[config.mk]
export PLATFORM = sky130hd
export DESIGN_NAME = seg_scan_ctl
export DESIGN_NICKNAME = d
export VERILOG_FILES = /design/src/rtl/seg_pkg.sv /design/src/rtl/seg_decode.sv /design/src/rtl/seg_scan_ctl.sv
export SDC_FILE = /design/constraint.sdc
export NUM_CORES = 1
export LEC_CHECK = 0
export CORE_MARGIN = 4
export CORE_UTILIZATION = 59
export CTS_BUF_LIST = sky130_fd_sc_hd__clkbuf_4 sky130_fd_sc_hd__clkbuf_8
export CTS_CLUSTER_DIAMETER = 60
export CTS_CLUSTER_SIZE = 20
export DETAILED_ROUTE_END_ITERATION = 16
export MAX_ROUTING_LAYER = met4
export PLACE_DENSITY = 0.83
export SYNTH_ARGS = -nofsm -noshare
export SYNTH_HDL_FRONTEND = slang
export SYNTH_SLANG_ARGS = --single-unit
[constraint.sdc]
create_clock -name clk -period 3.5 [get_ports clk]
set_clock_uncertainty 0.2 [all_clocks]
set_input_delay 0.7 -clock clk [delete_from_list [all_inputs] [get_ports clk]]
set_output_delay 0.7 -clock clk [all_outputs]
set_load 0.02 [all_outputs]
[src/rtl/seg_pkg.sv]
// Shared types and constants for the 4-digit 7-segment scan controller.
package seg_pkg;

  // Per-slot phase: anodes dark (anti-ghost) then the digit lit.
  typedef enum logic {
    BLANK = 1'b0,
    ON    = 1'b1
  } state_t;

  // Everything dark (all outputs are active-low).
  localparam logic [7:0] SEG_OFF = 8'hFF;
  localparam logic [3:0] AN_OFF  = 4'hF;

  // Active-low g..a glyphs, indexed by nibble value (entry 15 listed first).
  localparam logic [15:0][6:0] GLYPH = {
    7'b0001110,  // F
    7'b0000110,  // E
    7'b0100001,  // d
    7'b1000110,  // C
    7'b0000011,  // b
    7'b0001000,  // A
    7'b0010000,  // 9
    7'b0000000,  // 8
    7'b1111000,  // 7
    7'b0000010,  // 6
    7'b0010010,  // 5
    7'b0011001,  // 4
    7'b0110000,  // 3
    7'b0100100,  // 2
    7'b1111001,  // 1
    7'b1000000   // 0
  };

  // Active-low one-cold anode select for a digit index.
  function automatic logic [3:0] an_sel(input logic [1:0] idx);
    return ~(4'b0001 << idx);
  endfunction

endpackage

[src/rtl/seg_decode.sv]
// Nibble to active-low 7-segment glyph (g..a); purely combinational.
module seg_decode
  import seg_pkg::*;
(
  input  logic [3:0] nib,
  output logic [6:0] glyph
);

  assign glyph = GLYPH[nib];

endmodule

[src/rtl/seg_scan_ctl.sv]
// 4-digit multiplexed 7-segment scan controller with a one-deep
// valid/ready input buffer. Each digit slot is SCAN_DIV cycles: BLANK_CYC
// dark cycles followed by the lit phase. New values are swapped in only at
// the start of a frame so a frame never mixes two values.
// Optional build macro SEG_LZB_EN: leading-zero blanking of digits 3..1.
module seg_scan_ctl
  import seg_pkg::*;
#(
  parameter int SCAN_DIV  = 50000,
  parameter int BLANK_CYC = 500
) (
  input  logic        clk,
  input  logic        reset,
  input  logic        enable,
  input  logic [15:0] value_in,
  input  logic [3:0]  dp_in,
  input  logic        value_valid,
  output logic        value_ready,
  output logic [7:0]  seg,
  output logic [3:0]  an,
  output logic        frame_done
);

  localparam logic [15:0] SLOT_LAST  = 16'(SCAN_DIV - 1);
  localparam logic [15:0] BLANK_LAST = 16'(BLANK_CYC - 1);

  // scan state
  state_t      state_q, state_n;
  logic [1:0]  idx_q, idx_n;
  logic [15:0] cnt_q, cnt_n;
  logic        en_q;

  // input buffer and displayed value
  logic            pend_full;
  logic [3:0][3:0] pend_val;
  logic [3:0]      pend_dp;
  logic [3:0][3:0] act_val, act_val_n;
  logic [3:0]      act_dp, act_dp_n;

  logic       restart, wrap, xfer, load;
  logic [3:0] nib;
  logic [6:0] glyph;
  logic       lz_dark;
  logic [7:0] seg_n;
  logic [3:0] an_n;
  logic       frame_done_n;

  assign value_ready = !pend_full;
  assign xfer        = value_valid && !pend_full;

  // Enable rising restarts at digit-0 BLANK; the end of digit 3 wraps there.
  // Both are "frame start" edges where the pending value is promoted.
  assign restart = enable && !en_q;
  assign wrap    = enable && en_q && (state_q == ON) && (idx_q == 2'd3) &&
                   (cnt_q == SLOT_LAST);
  assign load    = (restart || wrap) && pend_full;

  // Next scan position: slot counter runs 0..SCAN_DIV-1, BLANK owns the first
  // BLANK_CYC counts; disabled or restarting parks at digit-0 BLANK, count 0.
  always_comb begin
    state_n = state_q;
    idx_n   = idx_q;
    cnt_n   = cnt_q;
    if (!enable || restart) begin
      state_n = BLANK;
      idx_n   = 2'd0;
      cnt_n   = 16'd0;
    end else begin
      cnt_n = (cnt_q == SLOT_LAST) ? 16'd0 : cnt_q + 16'd1;
      if (state_q == BLANK && cnt_q == BLANK_LAST) begin
        state_n = ON;
      end else if (state_q == ON && cnt_q == SLOT_LAST) begin
        state_n = BLANK;
        idx_n   = idx_q + 2'd1;
      end
    end
  end

  // Value seen by the next phase (already promoted on a frame-start edge).
  always_comb begin
    act_val_n = act_val;
    act_dp_n  = act_dp;
    if (load) begin
      act_val_n = pend_val;
      act_dp_n  = pend_dp;
    end
  end

  assign nib = act_val_n[idx_n];

  seg_decode u_dec (
    .nib   (nib),
    .glyph (glyph)
  );

`ifdef SEG_LZB_EN
  // A digit above 0 goes dark when it and all higher nibbles are zero and
  // its own decimal point is off; slot timing is untouched.
  always_comb begin
    lz_dark = 1'b0;
    case (idx_n)
      2'd3: lz_dark = (act_val_n[3] == 4'h0) && !act_dp_n[3];
      2'd2: lz_dark = (act_val_n[3] == 4'h0) && (act_val_n[2] == 4'h0) &&
                      !act_dp_n[2];
      2'd1: lz_dark = (act_val_n[3] == 4'h0) && (act_val_n[2] == 4'h0) &&
                      (act_val_n[1] == 4'h0) && !act_dp_n[1];
      default: lz_dark = 1'b0;
    endcase
  end
`else
  assign lz_dark = 1'b0;
`endif

  // Output values for the phase being entered, so the pins change on the
  // same edge as the FSM.
  always_comb begin
    seg_n        = SEG_OFF;
    an_n         = AN_OFF;
    frame_done_n = 1'b0;
    if (state_n == ON) begin
      seg_n = {~act_dp_n[idx_n], glyph};
      if (!lz_dark) an_n = an_sel(idx_n);
      frame_done_n = (idx_n == 2'd3) && (cnt_n == SLOT_LAST);
    end
  end

  // Scan FSM state register.
  always_ff @(posedge clk) begin
    if (!reset) begin
      state_q <= BLANK;
      idx_q   <= 2'd0;
      cnt_q   <= 16'd0;
      en_q    <= 1'b0;
    end else begin
      state_q <= state_n;
      idx_q   <= idx_n;
      cnt_q   <= cnt_n;
      en_q    <= enable;
    end
  end

  // Pending buffer and active register; promotion and acceptance never
  // coincide since a full buffer deasserts ready.
  always_ff @(posedge clk) begin
    if (!reset) begin
      pend_full <= 1'b0;
      pend_val  <= '0;
      pend_dp   <= 4'b0000;
      act_val   <= '0;
      act_dp    <= 4'b0000;
    end else begin
      act_val <= act_val_n;
      act_dp  <= act_dp_n;
      if (load) pend_full <= 1'b0;
      if (xfer) begin
        pend_full <= 1'b1;
        pend_val  <= value_in;
        pend_dp   <= dp_in;
      end
    end
  end

  // Registered display outputs.
  always_ff @(posedge clk) begin
    if (!reset) begin
      seg        <= SEG_OFF;
      an         <= AN_OFF;
      frame_done <= 1'b0;
    end else begin
      seg        <= seg_n;
      an         <= an_n;
      frame_done <= frame_done_n;
    end
  end

endmodule

After elaboration in Yosys (flattened, before gate mapping)
Memories as Yosys holds them, arrays and structs flattened. A register that Yosys moved wholly into a read port is not among the register bits.
Index checks and enable logic that the tools add are counted.
{ "totals": {"reg_bits": 74, "latch_bits": 0, "ram_bits": 0, "romBits": 112, "inputBits": 24, "out_inout_bits": 14, "wordCells": 67, "memories": 1} }
{ "op_classes": {"n_addsub": 2, "mul": 0, "div": 0, "order_cmp": 2, "eq_ne": 5, "shift": 1, "mux": 17, "bitwise_logic": 3, "n_reduce_logical": 18} }
{ "memory_table": {"columns": ["memory", "depth", "width", "read_ports", "rd_ports_with_merged_regs", "wr", "line_no", "text"], "rows": [
  ["(name not given)", 16, 7, 1, 1, 0, "seg_decode.sv:9", "assign glyph = GLYPH[nib];"]
]} }
{ "ops": {"columns": ["cell", "n"], "rows": [
  ["16-bit 2-to-1 mux", 3],
  ["16-bit == test, second input constant", 2],
  ["16-bit by 1-bit adder with 16-bit output, second input constant", 1],
  ["16-bit by 9-bit == test with 1-bit output, second input constant", 1],
  ["1-bit logical AND", 10],
  ["4-bit binary-select mux with 2-bit select", 1],
  ["4-bit 2-to-1 mux", 2],
  ["7-bit 2-to-1 mux", 1],
  ["1-bit 2-to-1 mux", 6],
  ["2-bit 2-to-1 mux", 3],
  ["4-bit by 5-bit less-than comparator with 1-bit output, second input constant", 1],
  ["2-bit == test, second input constant", 2],
  ["1-bit logical NOT", 4],
  ["4-bit inverter", 1],
  ["1-bit by 2-bit left shift with 4-bit output, first input constant", 1],
  ["2-bit by 3-bit less-than comparator with 1-bit output, second input constant", 1],
  ["2-bit by 1-bit adder with 2-bit output, second input constant", 1],
  ["1-bit binary-select mux with 2-bit select", 1],
  ["1-bit logical OR", 2],
  ["1-bit inverter", 2],
  ["2-bit AND reduction", 1],
  ["2-bit nonzero test", 1]
]} }

Depth between registers and ports, before layout
Gate-level depths: netlist of the first run.
{ "depth": {"word_depth": 11, "mapped_depth": 14, "mapped_depth_nobuf": 13} }

Hierarchy
A second synthesis of the first run with hierarchy kept.
{ "unflattened": {"cells_unflattened": 382, "hier_area_um2": 3498.4} }
{ "by_module_without_submodules": {"columns": ["mod", "n_inst", "cells_each", "area_per_inst_um2", "seq_area_each_um2"], "rows": [
  ["seg_scan_ctl", 1, 350, 3223.1, 1481.4],
  ["seg_decode", 1, 32, 275.3, 0.0]
]} }

Worst setup path after synthesis of the first run
Ideal clock, no wire load.
{ "synth_path": {"path_kind": "register to register", "start": "reg cnt_q[4]", "end": "reg seg[4]", "setup_ns": 0.144, "arrival_ns": 2.862, "setup_slack_ns": 0.294, "stages_incl_launch_ff": 14, "n_path_buf": 1, "cell_sequence": "dfxtp_1 buf_4 or4b_1 nor4_4 nand3_1 a21o_1 o22a_1 o221ai_1 inv_1 ha_1 inv_1 nor2_1 a21oi_1 o221ai_1"} }
{ "synth_via": {"elab_chain_len": 7} }
{ "synth_lines": {"columns": ["element", "line_no", "text"], "rows": [
  ["start, declared", "seg_scan_ctl.sv:30", "logic [15:0] cnt_q, cnt_n;"],
  ["start signal, assigned", "seg_scan_ctl.sv:137", "cnt_q <= cnt_n;"],
  ["16-bit == test", "seg_scan_ctl.sv:55, seg_scan_ctl.sv:72", null],
  ["1-bit logical AND (on tied branches)", "seg_scan_ctl.sv:72, seg_scan_ctl.sv:54", null],
  ["2-bit 2-to-1 mux, or another cell as far along", "seg_scan_ctl.sv:72", "end else if (state_q == ON && cnt_q == SLOT_LAST) begin"],
  ["2-bit 2-to-1 mux, or another cell as far along", "seg_scan_ctl.sv:70", "if (state_q == BLANK && cnt_q == BLANK_LAST) begin"],
  ["2-bit 2-to-1 mux, or another cell as far along", "seg_scan_ctl.sv:64", "if (!enable || restart) begin"],
  ["4-bit binary-select mux with 2-bit select / 2-bit AND reduction (equally long branches)", null, null],
  ["4-bit 2-to-1 mux (not written as such) / 1-bit logical NOT (equally long branches)", null, null],
  ["end, declared", "seg_scan_ctl.sv:19", "output logic [7:0] seg,"]
]} }
Several ways; a longest one is shown, not always the timed one. The select of a mux whose other input is x is not followed.
A chain may end at the register's enable or synchronous reset.

Final worst setup path of the first run
{ "layout_path": {"start": "reg cnt_q[0]", "end": "reg seg[0]"} }
Same word-level chain as after synthesis.

==> results of run 1 <==
==> cell usage after synthesis, types with 2 or more instances <==
master    count
a311o_1       3
a41oi_1       4
nand4_1       3
and4_1        3
nand2b_1      5
mux2i_1      17
buf_4         2
nor4_4        2
inv_1         9
nor2b_1      19
xor2_1        6
and2_1        5
o221ai_1      8
ha_1          8
nor3_1        4
nor4_1        4
a311oi_1      2
a21boi_0     25
nand2_1      62
a21oi_1      11
and3b_1       4
clkbuf_1     16
o21ai_0       5
o22a_1        3
nor2_1       24
o211ai_1      2
nand3_1      11
nor3b_1       3
a221oi_1      3
o21a_1        2
a211oi_1      5
and3_1       12
xnor2_1      10
buf_2         2
dfxtp_1      74
==> area by class of cell <==
class	count	share of cell area (%)
Multi-Input combinational cell	296	45.34
Inverter	9	0.7584
Clock inverter	6	2.135
Timing Repair Buffer	65	13.31
Tap cell	75	2.107
Sequential cell	74	33.26
Clock buffer	10	3.090
==> stage by stage <==
step | power [mW] | instance area, µm² | util (%)
CTS | 1.784 | 4444 | 75.06
detailed placement | 1.023 | 4212 | 71.13
finish | 1.775 | 4454 | 75.23
global placement | 1.019 | 4212 | 71.13
global route | 1.841 | 4454 | 75.23
floorplan | 0.9622 | 3613 | -
==> how the worst max path moves through the flow <==
| stage | cells after the start | start | endpoint |
|---|---|---|---|
| after floorplan | 13 | cnt_q[4] | seg[4] |
| after detailed placement | 10 | enable | seg[6] |
| after global placement | 10 | enable | seg[0] |
| after CTS | 11 | cnt_q[0] | seg[0] |
| final | 11 | cnt_q[0] | seg[0] |
| after global routing | 11 | cnt_q[0] | seg[3] |
==> worst max-delay path, stage by stage, from the launching register on <==
cell       delay (ns)
dfxtp_1          0.37
ha_1             0.26
and4_2           0.35
nand4_4          0.19
o2bb2ai_4        0.22
buf_12           0.16
mux2i_1          0.27
o22a_1           0.16
o221ai_1         0.19
ha_1             0.29
nor4b_1          0.40
a311oi_1         0.07
==> routing by layer <==
| metal | GRT usage, % | up-vias | routed length (µm) |
|---|---|---|---|
| met5 | - | - | 0 |
| met4 | 7.507 | 0 | 153 |
| met3 | 5.323 | 16 | 344 |
| met2 | 40.78 | 76 | 3864 |
| met1 | 28.79 | 1454 | 3621 |
| li1 | - | 1540 | - |
==> flip-flops by register name, indices dropped and copies added (netlist names) <==
register / cells
act_val: 16
cnt_q: 16
pend_val: 16
seg: 8
act_dp: 4
an: 4
pend_dp: 4
idx_q: 2
en_q: 1
frame_done: 1
pend_full: 1
state_q: 1
==> cell families (layout without fill, tap and decap cells) <==
logic type               after synthesis  count (layout)
flip-flops                            74              74
XOR/XNOR                              16              16
buffers and inverters                 30              90
multiplexers                          18              18
AO/OA/AOI/OAI                         79              79
adder cells (fa/ha/maj)                8               8
AND/OR/NAND/NOR                      175             175
==> power by group through the flow <==
stage,Sequential [mW],Combinational (mW),Clock [mW]
final,0.875,0.129,0.772
after floorplan,0.888,0.0739,0
after CTS,0.875,0.129,0.780
after detailed placement,0.894,0.129,0
after global placement,0.894,0.126,0
after global routing,0.877,0.143,0.821
==> impl_metrics.py, run 1 <==
metrics = {
    "logic_synthesis": {
        "post_synth.cell_area_avg_um2": 9.034,
        "synth_cells": 400,
        "yosysTopAreaCell": "dfxtp_1",
        "synth_top_area_share_pct": 41.00,
        "synth_seq_area_share_pct": 41.00,
        "netlist_area_um2": 3613,
        "synthAdderAreaFrac_pct": 2.770,
        "muxShareOfSynthArea_pct": 5.021,
        "synth_area_leaders": "dfxtp_1 41%, nand2_1 6.4%, a21boi_0 5.2%",
        "synth_top_family_by_area": "simple AND/OR/NAND/NOR gates",
        "synth-compound-area-share_pct": 17.17,
        "synth.distinct_cells": 57,
        "synth_fp_nets": 432,
        "synth_edf_count": 0,
        "synthFlopType": "dfxtp_1",
        "ys_ff_latch": 74,
        "yosys_warnings": 0,
        "async_flop_share_pct": 0,
        "synthSimpleGateAreaFrac_pct": 26.77,
        "synth_xor_area_share_pct": 3.878,
    },
    "die": {
        "initial_core_util_pct": 61.03,
        "dieArea_um2": 7441,
        "io_pins": 38,
        "fp.dieH_um": 86.26,
        "std_cell_rows": 28,
        "coreArea_um2": 5921,
        "die_x_um": 86.26,
    },
    "hold_path": {
        "min_from": "pend_val[10]",
        "hold_path_depth": 2,
        "hold_class": "reg2reg",
        "min_to": "pend_val[10]",
    },
    "clock_network": {
        "root_buffer": "clkbuf_8",
        "clk_pin_slew_worst_paths_ns": 0.09,
        "worstSkewPairLatency_ns": 0.35,
        "cts_hold_buf": 0,
        "cts_repair_resize_count": 0,
        "cts_sinks": 74,
        "cts_setup_buffers": 0,
        "htreeDepth": 3,
        "cts_tree": "yes",
        "cts_buffers": 9,
        "clk_path_buf_depth": 2,
    },
    "layout": {
        "fillCellCount": 444,
        "finalNonFillerCells": 535,
        "layout_common_cells": "74 x dfxtp_1, 62 x nand2_1, 37 x clkdlybuf4s50_1, 27 x buf_4, 25 x a21boi_0",
        "antenna_cells": 0,
        "drive_gt1_share_pct": 12.61,
        "regArea_um2": 1481,
        "layout_commonest_cell": "dfxtp_1",
        "multiInputGateArea_um2": 2019,
        "num-nets-final": 487,
        "syn_to_final_growth_pct": 23.27,
    },
    "detailed_routing": {
        "wl_um": 7984,
        "post_drt_wl_per_cell_um": 14.92,
        "vias": 3086,
        "ant_nets": 0,
        "drtPass1Iterations": 4,
        "vias_per_cell": 5.768,
        "first_iter_violations": 125,
        "drc_errors": 0,
    },
    "global_route": {
        "grt_max_degree": 45,
        "gr-usage-all-layers_pct": 24.15,
        "grt.overflow.total": 0,
        "grt_pass1_wl_um": 14060,
        "grt_antenna_before_repair": 0,
        "grt_pass1_vias": 3141,
    },
    "sta": {
        "slew_headroom_pct": 55.37,
        "finalSetupTns_ns": 0,
        "slew_viol_final": 0,
        "hold-worst-slack_ns": 0.2700,
        "fmax_mhz": 306.7,
        "fin_crit_sh_pct": 93.15,
        "hold_viol_final": 0,
        "worst_slack_ns": 0.2398,
        "tightest_slew_ns": 0.6678,
        "rsz0062_at_grt": "no",
        "setup_violations": 0,
        "finalCriticalPeriod_ns": 3.260,
    },
    "placed_design": {
        "post-place-cells": 519,
        "gp_congestion": 0.9335,
        "place_hpwl_um": 5871,
        "place_ws_ns": -0.07982,
        "io_buffers": 37,
    },
    "power_and_ir_drop": {
        "power_density_nw_per_um2": 398.6,
        "seqPwrFrac_pct": 49.3,
        "sw_frac_of_total_pct": 23.52,
        "comb_power_share_pct": 7.3,
        "internal-power_mw": 1.358,
        "p_sw_mw": 0.4176,
        "power.leakage_nw": 1.603,
        "ir_worst_vdd_mv": 0.3557,
        "p_clk_share_pct": 43.5,
    },
    "job": {
        "cap_violations": 0,
    },
    "setup_path": {
        "rr_endpoint": "seg[0]",
        "path_class": "reg2reg",
        "critPathCaptureType": "flop",
        "timing.rr.start": "cnt_q[0]",
        "arrival_ns": 3.29,
        "reg2reg_slack_ns": 0.24,
        "worst_ep_required_time_ns": 3.53,
        "r2r_cells": 11,
        "path_max_fanout": 12,
        "start_kind": "flop",
    },
    "run_status": {
        "status": "finished clean",
    },
}
No activity file was read; power rests on OpenSTA's default activity.
==> run 2: changes to the inputs <==
GPL_TIMING_DRIVEN = 0   (was unset)
==> run 2 against run 1 <==
  * Sequential cell count did not move
  * Count of clock-buffer cells in the layout unchanged
  * Hold slack got worse by 0.0035 ns
  * Sequential share of layout area fell by 0.20 points
  * Combinational power about the same
  * Utilization increased by 0.44 points
  * Non-clock buffer count increased by 7
  * Routed wire length up 4.9%
  * Highest routed layer unchanged
==> impl_metrics.py, run 2 (synthesized netlist as in run 1, its figures left out) <==
metrics = {
    "run_status": {
        "status": "finished clean",
    },
    "job": {
        "cap_violations": 0,
    },
    "clock_network": {
        "clk_pin_slew_worst_paths_ns": 0.08,
        "htreeDepth": 3,
        "root_buffer": "clkbuf_8",
        "cts_sinks": 74,
        "cts_hold_buf": 0,
        "worstSkewPairLatency_ns": 0.35,
        "clk_path_buf_depth": 2,
        "cts_tree": "yes",
        "cts_buffers": 9,
    },
    "sta": {
        "slew_viol_final": 0,
        "hold_viol_final": 0,
        "setup_violations": 0,
        "fmax_mhz": 297.9,
        "tightest_slew_ns": 0.6129,
        "fin_crit_sh_pct": 95.91,
        "slew_headroom_pct": 58.83,
        "finalCriticalPeriod_ns": 3.357,
        "hold-worst-slack_ns": 0.2664,
    },
    "die": {
        "fp.dieH_um": 86.26,
        "std_cell_rows": 28,
        "die_x_um": 86.26,
        "dieArea_um2": 7441,
        "initial_core_util_pct": 61.03,
        "coreArea_um2": 5921,
        "io_pins": 38,
    },
    "placed_design": {
        "place_hpwl_um": 5719,
        "io_buffers": 36,
        "gp_congestion": 0.8864,
        "post-place-cells": 511,
        "dpl_cell_area_um2": 4068,
    },
    "setup_path": {
        "worst_ep_required_time_ns": 3.55,
        "max_stage_delay_ns": 0.62,
        "path_class": "reg2reg",
        "arrival_ns": 3.40,
        "start_kind": "flop",
        "critPathCaptureType": "flop",
        "critical_path_buf_inv_count": 1,
        "crit_family": "simple AND/OR/NAND/NOR gates",
        "crit_path_cell_trace": "or4_4, nor4_4, nand3_2, a21o_1, o22a_1, o221ai_4, inv_2, ha_1, nor3_1, a21oi_1, o22a_1",
        "crit_slowest_cell": "or4_4",
        "path_max_fanout": 6,
        "path_common_cell": "o22a_1",
    },
    "layout": {
        "syn_to_final_growth_pct": 24.00,
        "num-nets-final": 494,
        "drive_gt1_share_pct": 13.49,
        "utilization_pct": 75.68,
        "layout_commonest_cell": "dfxtp_1",
        "final_area_um2": 4481,
        "antenna_cells": 0,
        "finalNonFillerCells": 542,
        "fillCellCount": 416,
        "largestRegisters": "act_val: 16 flops, cnt_q: 16 flops, pend_val: 16 flops",
        "layout_common_cells": "74 x dfxtp_1, 62 x nand2_1, 35 x clkdlybuf4s50_1, 25 x a21boi_0, 24 x nor2_1",
    },
    "global_route": {
        "grt_antenna_before_repair": 0,
        "grt_pass1_vias": 2972,
        "grt_max_degree": 14,
        "grt.overflow.total": 0,
        "grt_pass1_wl_um": 13840,
        "gr-usage-all-layers_pct": 24.02,
    },
    "detailed_routing": {
        "drc_errors": 0,
        "vias_per_cell": 5.760,
        "post_drt_wl_per_cell_um": 15.45,
        "drtPass1Iterations": 5,
        "ant_nets": 0,
        "wl_um": 8372,
        "vias": 3122,
        "first_iter_violations": 227,
    },
    "power_and_ir_drop": {
        "power_density_nw_per_um2": 358.7,
        "total_power_mw": 1.607,
        "ir_worst_vdd_mv": 0.2954,
        "power.leakage_nw": 1.592,
    },
    "hold_path": {
        "hold_class": "reg2reg",
    },
}
run 2: changes by cell type in the layout (fill, tap and decap cells not counted), sizes merged:
cell / delta
clkdlybuf4s50: -2
clkinvlp: +1
bufinv: -2
clkbuf: +15
dlymetal6s2s: +1
buf: -7
inv: -2
clkinv: +3
run 2: worst min-delay path, delay by kind of cell, from the launching register on:
kind	cells	cell delay [ns]
DFF	1	0.31
AOI/OAI and AO/OA	1	0.06
and+or+nand+nor	1	0.05
run 2: what timing repair did:
item,in CTS,in global routing
gates resized for setup,14,12
setup buffers,6,10
pin swaps,2,7
endpoints found under the setup margin,7,7
cloned,0,0
run 2: power by group:
group / total, mW / internal [mW] / switching (mW)
Combinational: 0.132 / 0.0647 / 0.0669
Clock: 0.602 / 0.276 / 0.326
Sequential: 0.873 / 0.861 / 0.0127
run 2: layout make-up:
type                    instances  area [µm²]  share of cell area (%)
inverters                       9       33.78                  0.7540
clock buffers                  10       137.6                   3.072
repair buffers                 52       483.0                   10.78
multi-input cells             296        2113                   47.17
flip-flops and latches         74        1481                   33.06
well taps                      75       93.84                   2.094
clock inverters                 6       40.04                  0.8936
plain buffers                  20       97.59                   2.178
run 2: through the flow:
stage	setup WS [ns]	setup TNS, ns
floorplan	0.2938	0
global placement	-0.7712	-4.841
detailed placement	-0.9032	-5.546
CTS	-0.002251	-0.004472
global route	-0.04745	-0.04745
finish	0.1430	0
run 2: worst paths after layout:
| path | from | endpoint | slack [ns] | depth (start not counted) |
|---|---|---|---|---|
| setup reg to reg | cnt_q[13] | seg[3] | 0.14 | 11 |
| setup / recovery | cnt_q[13] | seg[3] | 0.14 | 11 |
| hold reg to reg | pend_dp[0] | pend_dp[0] | 0.27 | 2 |
| hold / removal | pend_dp[0] | pend_dp[0] | 0.27 | 2 |
run 2: layer usage:
metal	vias up	routed length [µm]	share of wire [%]	track usage [%]
li1	1543	-	-	-
met1	1475	3787	45	30.15
met2	87	4012	48	37.14
met3	17	358	4.3	4.278
met4	0	213	2.5	12.32
met5	-	0	0	-
==> run 3: changes to the inputs <==
PLACE_DENSITY = 0.94   (was 0.83)
==> run 3 against run 2 <==
  * Setup slack got worse by 0.025 ns
  * Clock power increased by 28%
  * Utilization decreased by 0.11 points
  * Combinational power about the same
  * Cell count decreased by 0.55%
  * Sequential share of layout area increased by 0.10 points
  * Sequential cell count unchanged
  * First-iteration DRC count increased by 36%
  * Critical endpoint is now seg[5]
==> impl_metrics.py, run 3 (synthesized netlist as in run 1, its figures left out) <==
metrics = {
    "global_route": {
        "grt_pass1_wl_um": 14970,
        "grt_antenna_before_repair": 0,
        "grt_use_met3_pct": 5.608,
        "grt.overflow.total": 0,
        "grt_pass1_vias": 3186,
        "grt_use_met2_pct": 44.08,
        "grt_max_degree": 15,
        "grt.busiest_layer": "met2",
        "gr-usage-all-layers_pct": 26.15,
        "use_met1_pct": 29.72,
    },
    "setup_path": {
        "timing.rr.start": "cnt_q[10]",
        "reg2reg_slack_ns": 0.12,
        "crit_family": "simple AND/OR/NAND/NOR gates",
        "crit_slowest_cell": "or4_4",
        "rr_endpoint": "seg[5]",
        "max_stage_delay_ns": 0.59,
        "crit_path_cell_trace": "or4_4, nor4_4, nand3_1, a21o_1, o22a_1, o221ai_2, inv_2, ha_1, inv_1, nor2_1, a21oi_1, o221ai_1",
        "start_kind": "flop",
        "path_max_fanout": 6,
        "r2r_cells": 12,
        "worst_ep_required_time_ns": 3.51,
        "critical_path_buf_inv_count": 2,
        "arrival_ns": 3.39,
        "critPathCaptureType": "flop",
        "path_class": "reg2reg",
    },
    "hold_path": {
        "min_from": "cnt_q[0]",
        "min_to": "cnt_q[0]",
        "hold_path_depth": 1,
        "hold_class": "reg2reg",
    },
    "detailed_routing": {
        "drtPass1Iterations": 5,
        "vias_per_cell": 6.074,
        "post_drt_wl_per_cell_um": 17.38,
        "vias": 3274,
        "drc_errors": 0,
        "wl_um": 9367,
        "ant_nets": 0,
        "first_iter_violations": 309,
    },
    "die": {
        "fp.dieH_um": 86.26,
        "die_x_um": 86.26,
        "coreArea_um2": 5921,
        "dieArea_um2": 7441,
        "initial_core_util_pct": 61.03,
        "io_pins": 38,
        "std_cell_rows": 28,
    },
    "layout": {
        "fillCellCount": 379,
        "final_area_um2": 4474,
        "largestRegisters": "act_val: 16 flops, cnt_q: 16 flops, pend_val: 16 flops",
        "regArea_um2": 1484,
        "num-nets-final": 491,
        "multiInputGateArea_um2": 2076,
        "layout_commonest_cell": "dfxtp_1",
        "finalNonFillerCells": 539,
        "syn_to_final_growth_pct": 23.82,
        "layout_common_cells": "72 x dfxtp_1, 62 x nand2_1, 35 x clkdlybuf4s50_1, 25 x a21boi_0, 24 x nor2_1",
        "antenna_cells": 0,
        "drive_gt1_share_pct": 12.93,
    },
    "placed_design": {
        "dpl_cell_area_um2": 4068,
        "place_hpwl_um": 6030,
        "post-place-cells": 511,
        "io_buffers": 36,
        "place_ws_ns": -0.8126,
        "gp_congestion": 0.8973,
    },
    "power_and_ir_drop": {
        "ir_worst_vdd_mv": 0.3741,
        "power.leakage_nw": 1.588,
        "total_power_mw": 1.777,
        "power_density_nw_per_um2": 397.1,
    },
    "clock_network": {
        "cts_sinks": 74,
        "worstSkewPairLatency_ns": 0.35,
        "cts_buffers": 9,
        "clk_pin_slew_worst_paths_ns": 0.09,
        "clk_path_buf_depth": 2,
        "cts_hold_buf": 0,
        "root_buffer": "clkbuf_8",
        "htreeDepth": 3,
        "cts_tree": "yes",
    },
    "sta": {
        "setup_violations": 0,
        "finalSetupTns_ns": 0,
        "slew_viol_final": 0,
        "slew_headroom_pct": 55.80,
        "finalCriticalPeriod_ns": 3.382,
        "hold_viol_final": 0,
        "fmax_mhz": 295.7,
        "tightest_slew_ns": 0.6580,
        "worst_slack_ns": 0.1180,
        "fin_crit_sh_pct": 96.63,
    },
    "job": {
        "cap_violations": 0,
    },
    "run_status": {
        "status": "finished clean",
    },
}
==> run 3: changes by cell type in the layout (fill, tap and decap cells not counted), sizes merged <==
| cell | change |
|---|---|
| clkinv | -4 |
| buf | -3 |
| bufinv | +2 |
| inv | +2 |
| dlygate4sd2 | +1 |
| dlymetal6s2s | -1 |
==> run 3: worst max path at each step <==
stage	from	to	slack [ns]	cells past startpoint
CTS	cnt_q[0]	seg[4]	0.01	14
global route	cnt_q[9]	seg[4]	-0.03	13
floorplan	cnt_q[4]	seg[4]	0.29	13
global placement	enable	seg[4]	-0.70	14
finish	cnt_q[10]	seg[5]	0.12	12
detailed placement	enable	seg[4]	-0.81	14
==> run 3: layout make-up <==
| cell class | count | share of cell area [%] |
|---|---|---|
| inverter | 9 | 0.7550 |
| multi-input combinational | 296 | 46.39 |
| buffer | 20 | 2.209 |
| sequential | 74 | 33.17 |
| clock buffer | 10 | 3.076 |
| timing repair buffer | 49 | 10.21 |
| clock inverter | 6 | 2.097 |
| tap | 75 | 2.097 |
==> run 3: metal layers <==
layer	part of all wire, %	vias to the layer above
li1	-	1544
met1	41	1564
met3	5.4	38
met2	50	128
met5	0	-
met4	3.6	0
==> run 3: timing repair <==
item,in CTS,in global routing
buffers inserted,8,5
endpoints found under the setup margin,7,7
gates resized for setup,8,16
endpoints found under the hold margin,0,0
pin swaps,2,5
cloned,0,0
==> run 3: worst register-to-register path: cells and delay by family, from the launching register on <==
| kind | cells | cell delay, ns |
|---|---|---|
| AO/OA/AOI/OAI | 5 | 0.94 |
| adder cells (fa/ha/maj) | 1 | 0.23 |
| buffers and inverters | 2 | 0.21 |
| flip-flops | 1 | 0.39 |
| AND/OR/NAND/NOR | 4 | 1.27 |
==> run 3: stage by stage <==
step	hold WS, ns	utilization [%]
5_1_grt	0.2850	75.57
4_1_cts	0.2696	73.94
2_1_floorplan	0.2260	-
3_5_place_dp	0.2524	68.70
6_report	0.2676	75.57
3_3_place_gp	0.2446	68.70
==> run 3: where the power goes <==
part | leakage (nW) | internal (mW) | switching, mW
Combinational | 0.873 | 0.0626 | 0.0683
Sequential | 0.602 | 0.861 | 0.0141
Clock | 0.114 | 0.429 | 0.342
